$ cat config.mk
export PLATFORM = sky130hd
export DESIGN_NAME = apb4_master_bridge_flat
export DESIGN_NICKNAME = d
export VERILOG_FILES = /design/src/rtl/apb4_master_pkg.sv /design/src/rtl/apb4_master_bridge_if.sv /design/src/rtl/apb4_wait_timer.sv /design/src/rtl/apb4_master_bridge.sv /design/src/flat_wrapper.sv
export SDC_FILE = /design/constraint.sdc
export NUM_CORES = 1
export LEC_CHECK = 0
export CAP_MARGIN = 5
export CORE_MARGIN = 3
export CORE_UTILIZATION = 48
export CTS_BUF_LIST = sky130_fd_sc_hd__clkbuf_2 sky130_fd_sc_hd__clkbuf_4 sky130_fd_sc_hd__clkbuf_8
export DETAILED_ROUTE_END_ITERATION = 8
export DONT_BUFFER_PORTS = 1
export GPL_TIMING_DRIVEN = 0
export SETUP_SLACK_MARGIN = 0.02
export SLEW_MARGIN = 20
export SYNTH_ARGS = -nofsm -noshare
export SYNTH_HDL_FRONTEND = slang
export SYNTH_HIERARCHICAL = 1
export SYNTH_SLANG_ARGS = --single-unit
$ cat constraint.sdc
create_clock -name clk -period 2.3 [get_ports clk]
set_input_delay 0.46 -clock clk [delete_from_list [all_inputs] [get_ports clk]]
set_output_delay 0.46 -clock clk [all_outputs]
set_load 0.01 [all_outputs]
$ cat src/rtl/apb4_master_pkg.sv
`default_nettype none
// +----------------------------------------------------------------------+
// | apb4_master_pkg                                                      |
// | Shared types and constants for the APB4 initiator bridge.            |
// | Revision: 1.0                                                        |
// +----------------------------------------------------------------------+
package apb4_master_pkg;

    localparam int APB4_ALIGN_BITS = 2;
    localparam int APB4_ADDR_W     = 32;
    localparam int APB4_DATA_W     = 32;

    typedef enum logic [1:0] {
        IDLE   = 2'd0,
        SETUP  = 2'd1,
        ACCESS = 2'd2,
        RESP   = 2'd3
    } state_e;

    typedef struct packed {
        logic                       write;
        logic [APB4_ADDR_W-1:0]     addr;
        logic [APB4_DATA_W-1:0]     wdata;
        logic [APB4_DATA_W/8-1:0]   strb;
    } apb4_cmd_t;

    typedef struct packed {
        logic [APB4_DATA_W-1:0]     rdata;
        logic                       err;
        logic                       timeout;
    } apb4_rsp_t;

endpackage
`default_nettype wire

$ cat src/rtl/apb4_master_bridge_if.sv
`default_nettype none
// +----------------------------------------------------------------------+
// | apb4_master_bridge_if                                                |
// | APB4 bus bundle; master = initiator side, slave = completer side.    |
// | Revision: 1.0                                                        |
// +----------------------------------------------------------------------+
interface apb4_master_bridge_if #(
    parameter int ADDR_WIDTH = 32,
    parameter int DATA_WIDTH = 32
);
    logic [ADDR_WIDTH-1:0]   paddr;
    logic                    psel;
    logic                    penable;
    logic                    pwrite;
    logic [DATA_WIDTH-1:0]   pwdata;
    logic [DATA_WIDTH/8-1:0] pstrb;
    logic [2:0]              pprot;
    logic [DATA_WIDTH-1:0]   prdata;
    logic                    pready;
    logic                    pslverr;

    modport master (
        output paddr, psel, penable, pwrite, pwdata, pstrb, pprot,
        input  prdata, pready, pslverr
    );

    modport slave (
        input  paddr, psel, penable, pwrite, pwdata, pstrb, pprot,
        output prdata, pready, pslverr
    );
endinterface
`default_nettype wire

$ cat src/rtl/apb4_wait_timer.sv
`default_nettype none
// +----------------------------------------------------------------------+
// | apb4_wait_timer                                                      |
// | Saturating wait-state counter; expired flags the limit-th wait cycle.|
// | Revision: 1.0                                                        |
// +----------------------------------------------------------------------+
module apb4_wait_timer #(
    parameter int WIDTH = 5
) (
    input  wire logic             clk,
    input  wire logic             rst,
    input  wire logic             clear,
    input  wire logic             enable,
    input  wire logic [WIDTH-1:0] limit,
    output logic                  expired
);

    logic [WIDTH-1:0] r_count;

    always_ff @(posedge clk) begin
        if (rst || clear) begin
            r_count <= '0;
        end else if (enable && (r_count != '1)) begin
            r_count <= r_count + WIDTH'(1);
        end
    end

    // Asserted during the enabled cycle that would be the limit-th one; limit 0 never expires.
    assign expired = enable && (limit != '0) && (r_count >= (limit - WIDTH'(1)));

endmodule
`default_nettype wire

$ cat src/rtl/apb4_master_bridge.sv
`default_nettype none
// +----------------------------------------------------------------------+
// | apb4_master_bridge                                                   |
// | Valid/ready command/response to APB4 initiator with timeout/align.   |
// | Revision: 1.0                                                        |
// +----------------------------------------------------------------------+
module apb4_master_bridge
    import apb4_master_pkg::*;
#(
    parameter int         ADDR_WIDTH     = 32,
    parameter int         DATA_WIDTH     = 32,
    parameter int         TIMEOUT_CYCLES = 16,
    parameter logic [2:0] PPROT_VAL      = 3'b000
) (
    input  wire logic                    clk,
    input  wire logic                    rst,
    input  wire logic                    cmd_valid,
    output logic                         cmd_ready,
    input  wire logic                    cmd_write,
    input  wire logic [ADDR_WIDTH-1:0]   cmd_addr,
    input  wire logic [DATA_WIDTH-1:0]   cmd_wdata,
    input  wire logic [DATA_WIDTH/8-1:0] cmd_strb,
    output logic                         rsp_valid,
    input  wire logic                    rsp_ready,
    output logic [DATA_WIDTH-1:0]        rsp_rdata,
    output logic                         rsp_err,
    output logic                         rsp_timeout,
    apb4_master_bridge_if.master         apb
);

    localparam int c_strb_w = DATA_WIDTH / 8;
    localparam int c_tmr_w  = (TIMEOUT_CYCLES > 0) ? $clog2(TIMEOUT_CYCLES + 1) : 1;

    state_e    r_state;
    state_e    w_state_nxt;
    apb4_cmd_t r_cmd;
    apb4_cmd_t w_cmd;
    apb4_rsp_t r_rsp;
    apb4_rsp_t w_rsp_nxt;

    logic r_cmd_ready, r_psel, r_penable, r_rsp_valid;
    logic w_cmd_ready_nxt, w_psel_nxt, w_penable_nxt, w_rsp_valid_nxt;
    logic w_accept, w_misaligned, w_tmr_en, w_tmr_expired;

    // cmd_ready is only ever high while in IDLE, so it alone qualifies acceptance.
    assign w_accept     = cmd_valid && r_cmd_ready;
    assign w_misaligned = |cmd_addr[APB4_ALIGN_BITS-1:0];
    assign w_tmr_en     = (r_state == ACCESS) && !apb.pready;

    always_comb begin
        w_cmd       = '0;
        w_cmd.write = cmd_write;
        w_cmd.addr  = APB4_ADDR_W'(cmd_addr);
        w_cmd.wdata = APB4_DATA_W'(cmd_wdata);
        w_cmd.strb  = cmd_write ? (APB4_DATA_W/8)'(cmd_strb) : '0;
    end

    apb4_wait_timer #(
        .WIDTH (c_tmr_w)
    ) u_wait_timer (
        .clk     (clk),
        .rst     (rst),
        .clear   (w_accept),
        .enable  (w_tmr_en),
        .limit   (c_tmr_w'(TIMEOUT_CYCLES)),
        .expired (w_tmr_expired)
    );

    always_ff @(posedge clk) begin
        if (rst) begin
            r_state <= IDLE;
        end else begin
            r_state <= w_state_nxt;
        end
    end

    always_comb begin
        w_state_nxt = r_state;
        case (r_state)
            IDLE:    if (w_accept) w_state_nxt = w_misaligned ? RESP : SETUP;
            SETUP:   w_state_nxt = ACCESS;
            ACCESS:  if (apb.pready || w_tmr_expired) w_state_nxt = RESP;
            RESP:    if (rsp_ready) w_state_nxt = IDLE;
            default: w_state_nxt = IDLE;
        endcase
    end

    // Outputs are decoded from the next state so every port comes straight from a flop.
    always_comb begin
        w_cmd_ready_nxt = (w_state_nxt == IDLE);
        w_psel_nxt      = (w_state_nxt == SETUP) || (w_state_nxt == ACCESS);
        w_penable_nxt   = (w_state_nxt == ACCESS);
        w_rsp_valid_nxt = (w_state_nxt == RESP);
        w_rsp_nxt       = r_rsp;
        case (r_state)
            IDLE: begin
                if (w_accept) begin
                    w_rsp_nxt     = '0;
                    w_rsp_nxt.err = w_misaligned;
                end
            end
            ACCESS: begin
                if (apb.pready) begin
                    w_rsp_nxt.rdata   = (!r_cmd.write && !apb.pslverr) ? APB4_DATA_W'(apb.prdata) : '0;
                    w_rsp_nxt.err     = apb.pslverr;
                    w_rsp_nxt.timeout = 1'b0;
                end else if (w_tmr_expired) begin
                    w_rsp_nxt         = '0;
                    w_rsp_nxt.err     = 1'b1;
                    w_rsp_nxt.timeout = 1'b1;
                end
            end
            default: ;
        endcase
    end

    always_ff @(posedge clk) begin
        if (rst) begin
            r_cmd_ready <= 1'b0;
            r_psel      <= 1'b0;
            r_penable   <= 1'b0;
            r_rsp_valid <= 1'b0;
            r_rsp       <= '0;
            r_cmd       <= '0;
        end else begin
            r_cmd_ready <= w_cmd_ready_nxt;
            r_psel      <= w_psel_nxt;
            r_penable   <= w_penable_nxt;
            r_rsp_valid <= w_rsp_valid_nxt;
            r_rsp       <= w_rsp_nxt;
            if (w_accept) begin
                r_cmd <= w_cmd;
            end
        end
    end

    assign cmd_ready   = r_cmd_ready;
    assign rsp_valid   = r_rsp_valid;
    assign rsp_rdata   = DATA_WIDTH'(r_rsp.rdata);
    assign rsp_err     = r_rsp.err;
    assign rsp_timeout = r_rsp.timeout;

    assign apb.paddr   = ADDR_WIDTH'(r_cmd.addr);
    assign apb.psel    = r_psel;
    assign apb.penable = r_penable;
    assign apb.pwrite  = r_cmd.write;
    assign apb.pwdata  = DATA_WIDTH'(r_cmd.wdata);
    assign apb.pstrb   = c_strb_w'(r_cmd.strb);
    assign apb.pprot   = PPROT_VAL;

endmodule
`default_nettype wire
$ cat src/flat_wrapper.sv
// flat-port wrapper written by rule: the top's interface ports become plain ports
module apb4_master_bridge_flat import apb4_master_pkg::*;
#(
    parameter int         ADDR_WIDTH     = 32,
    parameter int         DATA_WIDTH     = 32,
    parameter int         TIMEOUT_CYCLES = 16,
    parameter logic [2:0] PPROT_VAL      = 3'b000
)
  (clk, rst, cmd_valid, cmd_ready, cmd_write, cmd_addr, cmd_wdata, cmd_strb, rsp_valid, rsp_ready, rsp_rdata, rsp_err, rsp_timeout, apb_paddr, apb_psel, apb_penable, apb_pwrite, apb_pwdata, apb_pstrb, apb_pprot, apb_prdata, apb_pready, apb_pslverr);
  apb4_master_bridge_if #(.ADDR_WIDTH(ADDR_WIDTH), .DATA_WIDTH(DATA_WIDTH)) apb_i ();
  input  wire logic clk;
  input  wire logic rst;
  input  wire logic cmd_valid;
  output logic cmd_ready;
  input  wire logic cmd_write;
  input  wire logic [ADDR_WIDTH-1:0] cmd_addr;
  input  wire logic [DATA_WIDTH-1:0] cmd_wdata;
  input  wire logic [DATA_WIDTH/8-1:0] cmd_strb;
  output logic rsp_valid;
  input  wire logic rsp_ready;
  output logic [DATA_WIDTH-1:0] rsp_rdata;
  output logic rsp_err;
  output logic rsp_timeout;
  output wire logic [$bits(apb_i.paddr)-1:0] apb_paddr;
  output wire logic [$bits(apb_i.psel)-1:0] apb_psel;
  output wire logic [$bits(apb_i.penable)-1:0] apb_penable;
  output wire logic [$bits(apb_i.pwrite)-1:0] apb_pwrite;
  output wire logic [$bits(apb_i.pwdata)-1:0] apb_pwdata;
  output wire logic [$bits(apb_i.pstrb)-1:0] apb_pstrb;
  output wire logic [$bits(apb_i.pprot)-1:0] apb_pprot;
  input wire logic [$bits(apb_i.prdata)-1:0] apb_prdata;
  input wire logic [$bits(apb_i.pready)-1:0] apb_pready;
  input wire logic [$bits(apb_i.pslverr)-1:0] apb_pslverr;
  assign apb_paddr = apb_i.paddr;
  assign apb_psel = apb_i.psel;
  assign apb_penable = apb_i.penable;
  assign apb_pwrite = apb_i.pwrite;
  assign apb_pwdata = apb_i.pwdata;
  assign apb_pstrb = apb_i.pstrb;
  assign apb_pprot = apb_i.pprot;
  assign apb_i.prdata = apb_prdata;
  assign apb_i.pready = apb_pready;
  assign apb_i.pslverr = apb_pslverr;
  apb4_master_bridge #(.ADDR_WIDTH(ADDR_WIDTH), .DATA_WIDTH(DATA_WIDTH), .TIMEOUT_CYCLES(TIMEOUT_CYCLES), .PPROT_VAL(PPROT_VAL)) u_core (.clk(clk), .rst(rst), .cmd_valid(cmd_valid), .cmd_ready(cmd_ready), .cmd_write(cmd_write), .cmd_addr(cmd_addr), .cmd_wdata(cmd_wdata), .cmd_strb(cmd_strb), .rsp_valid(rsp_valid), .rsp_ready(rsp_ready), .rsp_rdata(rsp_rdata), .rsp_err(rsp_err), .rsp_timeout(rsp_timeout), .apb(apb_i));
endmodule
==> results.json, run 1 <==
{
  "status": "completed",
  "met3RoutedLength_mm": 1.36,
  "rsz0062_at_grt": "no",
  "max_slew_vio_count": 0,
  "synth.distinct_cells": 37,
  "post-place-cells": 615,
  "synthTopCellsByCount": "nand2_1 (142), dfxtp_1 (114), a21oi_1 (74), nor2_1 (32), a22oi_1 (22)",
  "critical_path_arrival_ns": 2.39,
  "final_cell_count_no_fill": 651,
  "portBuffers": 0,
  "worstSetupStartpoint": "u_core/u_wait_timer/r_count[0]",
  "utilization_pct": 58.7,
  "p_per_cell_area_nw_per_um2": 973,
  "critical_path_buf_inv_count": 3,
  "critical-path-slowest-cell": "dfxtp_1",
  "drt_first_pass_iters": 4,
  "cts_inserted_buffers": 17,
  "worst_ep_required_time_ns": 2.58,
  "grt_antenna_before_repair": 0,
  "async_reset_ff_share_pct": 0,
  "drt-wirelength-per-cell_um": 16.5,
  "pin_count": 217,
  "routedLengthMet1_mm": 3.75,
  "timing.critical_path.from_type": "register",
  "grt_first_pass_wirelength_mm": 16.3,
  "drive_gt1_share_pct": 14.3,
  "min_period_over_period_pct": 91.9,
  "viasPerCell": 5.32,
  "synth_simple_gate_area_share_pct": 20.4,
  "fp-row-count": 33,
  "post_synth.cell_area_avg_um2": 8.68,
  "critPathCaptureType": "register",
  "max-slew-margin-rel_pct": 57.4,
  "gp_congestion": 0.820,
  "grt_overflow_total": 0,
  "drc_marker_count_from_the_first_detailed_route_iteration": 106,
  "synth.mux.area_fraction_pct": 0.232,
  "fp.dieH_um": 101,
  "dp_hpwl_mm": 8.13,
  "clk_latency_ns": 0.41,
  "cpLargestDelayFamily": "compound AO/OA/AOI/OAI gates",
  "number_of_hold_repair_buffers_added_at_the_cts_stage": 0,
  "globalRouteTotalUtil_pct": 20.8,
  "synth.cell_area_um2": 4310,
  "floorplan_die_area_um2": 10200,
  "synth_seq_cells": 114,
  "timing.critical_path.slowest_cell_delay_ns": 0.39,
  "post-route-drc-count": 0,
  "antenna_diode_count": 0,
  "critPathMaxFanout": 10,
  "worstPathCellList": "inv_1 -> ha_1 -> o211ai_1 -> a211oi_2 -> nor2_2 -> a2bb2oi_4 -> buf_4 -> buf_4 -> a22oi_2 -> nor2_2",
  "hold_viol": 0,
  "initial_utilization_pct": 50.9,
  "largest_clock_skew_in_the_final_design_ns": 0.00752,
  "yosysMostFrequentCell": "nand2_1",
  "min_path_type": "in2reg",
  "synth-compound-area-share_pct": 17.5,
  "worst_pin_slew_ns": 0.639,
  "hold_path.startpoint": "cmd_addr[16]",
  "clockBufferDepth": 2,
  "top_routing_layer_in_use": "met4",
  "leakage_power_figure_uw": 0.00183,
  "synth_adder_area_share_pct": 3.19,
  "ant_nets": 0,
  "clk_transition_reported_paths_ns": 0.07,
  "synth_top_area_cell": "dfxtp_1",
  "yosysSeqAreaShare_pct": 52.9,
  "floorplan.die.width_um": 101,
  "grt_start_max_net_pins": 17,
  "period_needed_ns": 2.11,
  "h_tree_lvls": 4,
  "synth_top_cell_area_share_pct": 52.9,
  "fmax_mhz": 473,
  "final_nets": 651,
  "core-area_um2": 8460,
  "ys_flop_type": "dfxtp_1",
  "synth-edff-count": 0,
  "ir_drop_worst_vdd_uv": 604,
  "timing.max_cap.violations": 0,
  "placedInstanceArea_um2": 4490,
  "post_synthesis_cells": 497,
  "tritoncts_clock_tree": "yes",
  "grt_pass1_vias": 3250,
  "r2r_start": "u_core/u_wait_timer/r_count[0]",
  "main_combinational_cell_family_by_area_after_synthesis": "simple AND/OR/NAND/NOR gates",
  "synth_warnings": 6,
  "setup_viol": 0,
  "met2_wirelength_mm": 5.45,
  "crit_type": "reg2reg",
  "synth.top_cells.by_area": "dfxtp_1 (53%), nand2_1 (12%), a21oi_1 (8.6%), a22oi_1 (3.8%), ha_1 (3.2%)",
  "post_synth_xor_area_fraction_pct": 0.813,
  "cts.sink_count": 114,
  "root_buffer": "clkbuf_8",
  "final_cell_area_um2": 4970,
  "totalWireLength_mm": 10.8,
  "syn2layout_area_growth_pct": 15.3,
  "vias": 3464
}
-- metal layers --
metal / up-vias / global-route usage, %
met2: 169 / 34.2
li1: 1702 / -
met3: 14 / 10.8
met4: 0 / 8.50
met1: 1579 / 22.6
met5: - / 0
-- per-stage QoR --
stage                     power (µW)  worst slack, ns  hold WS (ns)  setup TNS (ns)
after floorplan                 2700            0.293         0.455               0
after global placement          2830          -0.0349         0.493         -0.0582
after detailed placement        2840          -0.0378         0.497         -0.0683
after CTS                       4860           0.0352         0.143               0
after global routing            5080           0.0374         0.141               0
final                           4840            0.187         0.174               0
-- repair_timing --
| item | 4_1_cts | 5_1_grt |
|---|---|---|
| pin swaps | 0 | 1 |
| endpoints found under the setup margin | 3 | 13 |
| buffers inserted | 0 | 4 |
| resized for setup | 1 | 4 |
-- area by class of cell --
class / count / area (µm²)
Clock buffer: 19 / 249
Multi-Input combinational cell: 354 / 1890
Inverter: 7 / 26.3
Fill cell: 790 / 3490
Timing Repair Buffer: 4 / 30.0
Sequential cell: 114 / 2280
Buffer: 35 / 178
Clock inverter: 13 / 185
Tap cell: 105 / 131
-- worst paths after layout --
| path | end | slack, ns | cells after the start |
|---|---|---|---|
| max reg2reg | u_core/rsp_rdata[9] | 0.19 | 10 |
| max | u_core/rsp_rdata[9] | 0.19 | 10 |
| min | u_core/apb.paddr[16] | 0.17 | 2 |
| min reg2reg | u_core/apb.pwdata[17] | 0.50 | 2 |
-- cell usage in the layout, fill, tap and decap left out, types with 4 or more instances in the layout --
| cell type | instances |
|---|---|
| nor2_2 | 11 |
| ha_1 | 11 |
| inv_1 | 6 |
| buf_2 | 4 |
| a22oi_2 | 10 |
| buf_1 | 13 |
| a21oi_1 | 74 |
| nor2b_1 | 4 |
| conb_1 | 15 |
| nand2_1 | 142 |
| nand3_1 | 6 |
| bufinv_16 | 4 |
| clkbuf_1 | 10 |
| buf_4 | 9 |
| nor2_1 | 30 |
| dfxtp_1 | 114 |
| clkbuf_8 | 17 |
| a22oi_1 | 22 |
-- worst reg2reg max path, cell delays in order, from the launching register on --
cell and delay, ns:
dfxtp_1 0.39, inv_1 0.06, ha_1 0.27, o211ai_1 0.11, a211oi_2 0.28, nor2_2 0.08, a2bb2oi_4 0.19, buf_4 0.16
buf_4 0.18, a22oi_2 0.21, nor2_2 0.05
-- sequential cells by signal, indices dropped and copies added, names as in the netlist --
| signal | cells |
|---|---|
| u_core/apb.pstrb | 4 |
| u_core/r_state | 2 |
| u_core/apb.penable | 1 |
| u_core/apb.psel | 1 |
| u_core/rsp_timeout | 1 |
| u_core/rsp_valid | 1 |
| u_core/u_wait_timer/r_count | 5 |
| u_core/cmd_ready | 1 |
| u_core/apb.paddr | 32 |
| u_core/apb.pwdata | 32 |
| u_core/rsp_rdata | 32 |
| u_core/rsp_err | 1 |
| u_core/apb.pwrite | 1 |
-- where the power goes --
group          switching [µW]  internal (µW)  total (µW)
clock                     810           1210        2020
combinational             347            201         548
sequential                163           2110        2270
-- cells by family after synthesis --
kind of cell               count (synthesis)
muxes                                      1
adders and majority gates                 11
other                                      2
xor gates and xnor gates                   4
buffers and inverters                     42
and+or+nand+nor                          206
DFF                                      114
AOI/OAI and AO/OA                        117
Note: power is estimated with default switching activity, not from simulation.
==> inputs of run 2 (changes only) <==
==> constraint.sdc (replaced) <==
create_clock -name clk -period 2.3 [get_ports clk]
set_input_delay 0.115 -clock clk [delete_from_list [all_inputs] [get_ports clk]]
set_output_delay 0.115 -clock clk [all_outputs]
set_load 0.01 [all_outputs]
==> results.json, run 2 (same netlist as run 1, synthesis figures left out) <==
{
  "status": "completed",
  "ant_nets": 0,
  "drc_marker_count_from_the_first_detailed_route_iteration": 153,
  "met2_demand_to_capacity_share_in_global_routing_pct": 41.3,
  "p_per_cell_area_nw_per_um2": 830,
  "fp.dieH_um": 101,
  "grt_first_pass_wirelength_mm": 19.3,
  "grt_overflow_total": 0,
  "grt_most_used_layer": "met2",
  "hold_viol": 0,
  "layout.cells.most_common": "nand2_1",
  "drive_gt1_share_pct": 12.0,
  "worst_pin_slew_ns": 0.662,
  "syn2layout_area_growth_pct": 39.7,
  "max-slew-margin-rel_pct": 55.9,
  "pin_count": 217,
  "worst_ep_required_time_ns": 2.58,
  "cts_inserted_buffers": 17,
  "globalRouteTotalUtil_pct": 24.3,
  "max_slew_vio_count": 0,
  "critPathCaptureType": "register",
  "cts.sink_count": 114,
  "setup_viol": 0,
  "rsz0062_at_grt": "no",
  "worstPathCellList": "inv_1 -> ha_1 -> o211ai_1 -> a211oi_2 -> nor2_2 -> a2bb2oi_4 -> buf_4 -> buf_4 -> a22oi_2 -> nor2_2",
  "final_cell_count_no_fill": 756,
  "leakage_power_figure_uw": 0.00227,
  "vias": 3901,
  "fin_total_pwr_uw": 5000,
  "crit_type": "reg2reg",
  "clk_latency_ns": 0.41,
  "ir_drop_worst_vdd_uv": 619,
  "floorplan_die_area_um2": 10200,
  "fp-row-count": 33,
  "dp_hpwl_mm": 8.13,
  "grt.met3_usage_pct": 10.2,
  "drt_first_pass_iters": 5,
  "period_needed_ns": 2.13,
  "timing.critical_path.slowest_cell_delay_ns": 0.39,
  "totalWireLength_mm": 12.3,
  "min_path_type": "in2reg",
  "finalSetupTns_ns": 0,
  "critical_path_arrival_ns": 2.41,
  "fmax_mhz": 470,
  "viasPerCell": 5.16,
  "post-route-drc-count": 0,
  "final_nets": 756,
  "initial_utilization_pct": 50.9,
  "tritoncts_clock_tree": "yes",
  "clockBufferDepth": 2,
  "min_period_over_period_pct": 92.5,
  "portBuffers": 0,
  "clk_transition_reported_paths_ns": 0.07,
  "grt_pass1_vias": 3918,
  "timing.critical_path.from_type": "register",
  "drt-wirelength-per-cell_um": 16.3,
  "grtUsageMet1_pct": 26.5,
  "critical-path-slowest-cell": "dfxtp_1",
  "antenna_diode_count": 0,
  "largest_clock_skew_in_the_final_design_ns": 0.00466,
  "grt_start_max_net_pins": 17,
  "core-area_um2": 8460,
  "root_buffer": "clkbuf_8",
  "timing.max_cap.violations": 0,
  "post-place-cells": 615,
  "grt_antenna_before_repair": 0,
  "most-common-layout-cells": "nand2_1 (142), dfxtp_1 (114), dlygate4sd3_1 (105)",
  "gp_congestion": 0.820,
  "floorplan.die.width_um": 101,
  "critPathMaxFanout": 10,
  "h_tree_lvls": 4
}
run 2: changes by cell type in the layout (fill, tap and decap cells not counted):
cell           previous run  this run
dlygate4sd3_1             0       105
run 2: layout make-up:
type	count	area (µm²)
plain buffers	35	178
multi-input cells	354	1890
flip-flops and latches	114	2280
repair buffers	109	1080
fillers	628	2440
clock buffers	19	249
inverters	7	26.3
well taps	105	131
clock inverters	13	185
run 2: critical path: cells and delay by family (launching register included):
kind | cells | cell delay (ns)
compound gates | 4 | 0.81
fa+ha+maj | 1 | 0.27
buf+inv | 3 | 0.40
flops | 1 | 0.39
simple gates | 2 | 0.12
run 2: metrics by stage:
step           instance area, µm²  hold slack, ns  setup slack (ns)  utilization, %
6_report                     6020          0.0821             0.172            71.1
5_1_grt                      6020          0.0711            0.0434            71.1
4_1_cts                      5980          0.0566            0.0352            70.6
3_5_place_dp                 4490           0.257           -0.0378            53.1
3_3_place_gp                 4490           0.252           -0.0349            53.1
2_1_floorplan                4360           0.249             0.293               -
run 2: worst paths after layout:
kind | startpoint | end | slack [ns] | cells past startpoint
max | u_core/u_wait_timer/r_count[0] | u_core/rsp_rdata[7] | 0.17 | 10
min | apb_pready | u_core/rsp_rdata[31] | 0.08 | 3
max reg2reg | u_core/u_wait_timer/r_count[0] | u_core/rsp_rdata[7] | 0.17 | 10
min reg2reg | u_core/apb.paddr[15] | u_core/apb.paddr[15] | 0.50 | 2
run 2: power breakdown:
part           leakage (µW)  switching, µW  internal (µW)
Combinational       0.00112            394            320
Sequential         0.000925            164           2110
Clock              0.000217            806           1210
run 2: timing repair:
action | CTS | global route
hold buffers | 105 | 0
buffers inserted | 0 | 4
hold endpoints to repair | 109 | 0
setup endpoints to repair | 3 | 16
pin swaps | 0 | 1
resized for setup | 1 | 4
run 2: per-layer routing:
| layer | up-vias | share of wire, % |
|---|---|---|
| li1 | 1918 | - |
| met1 | 1793 | 36 |
| met2 | 172 | 52 |
| met3 | 18 | 10 |
| met4 | 0 | 2.0 |
| met5 | - | 0 |
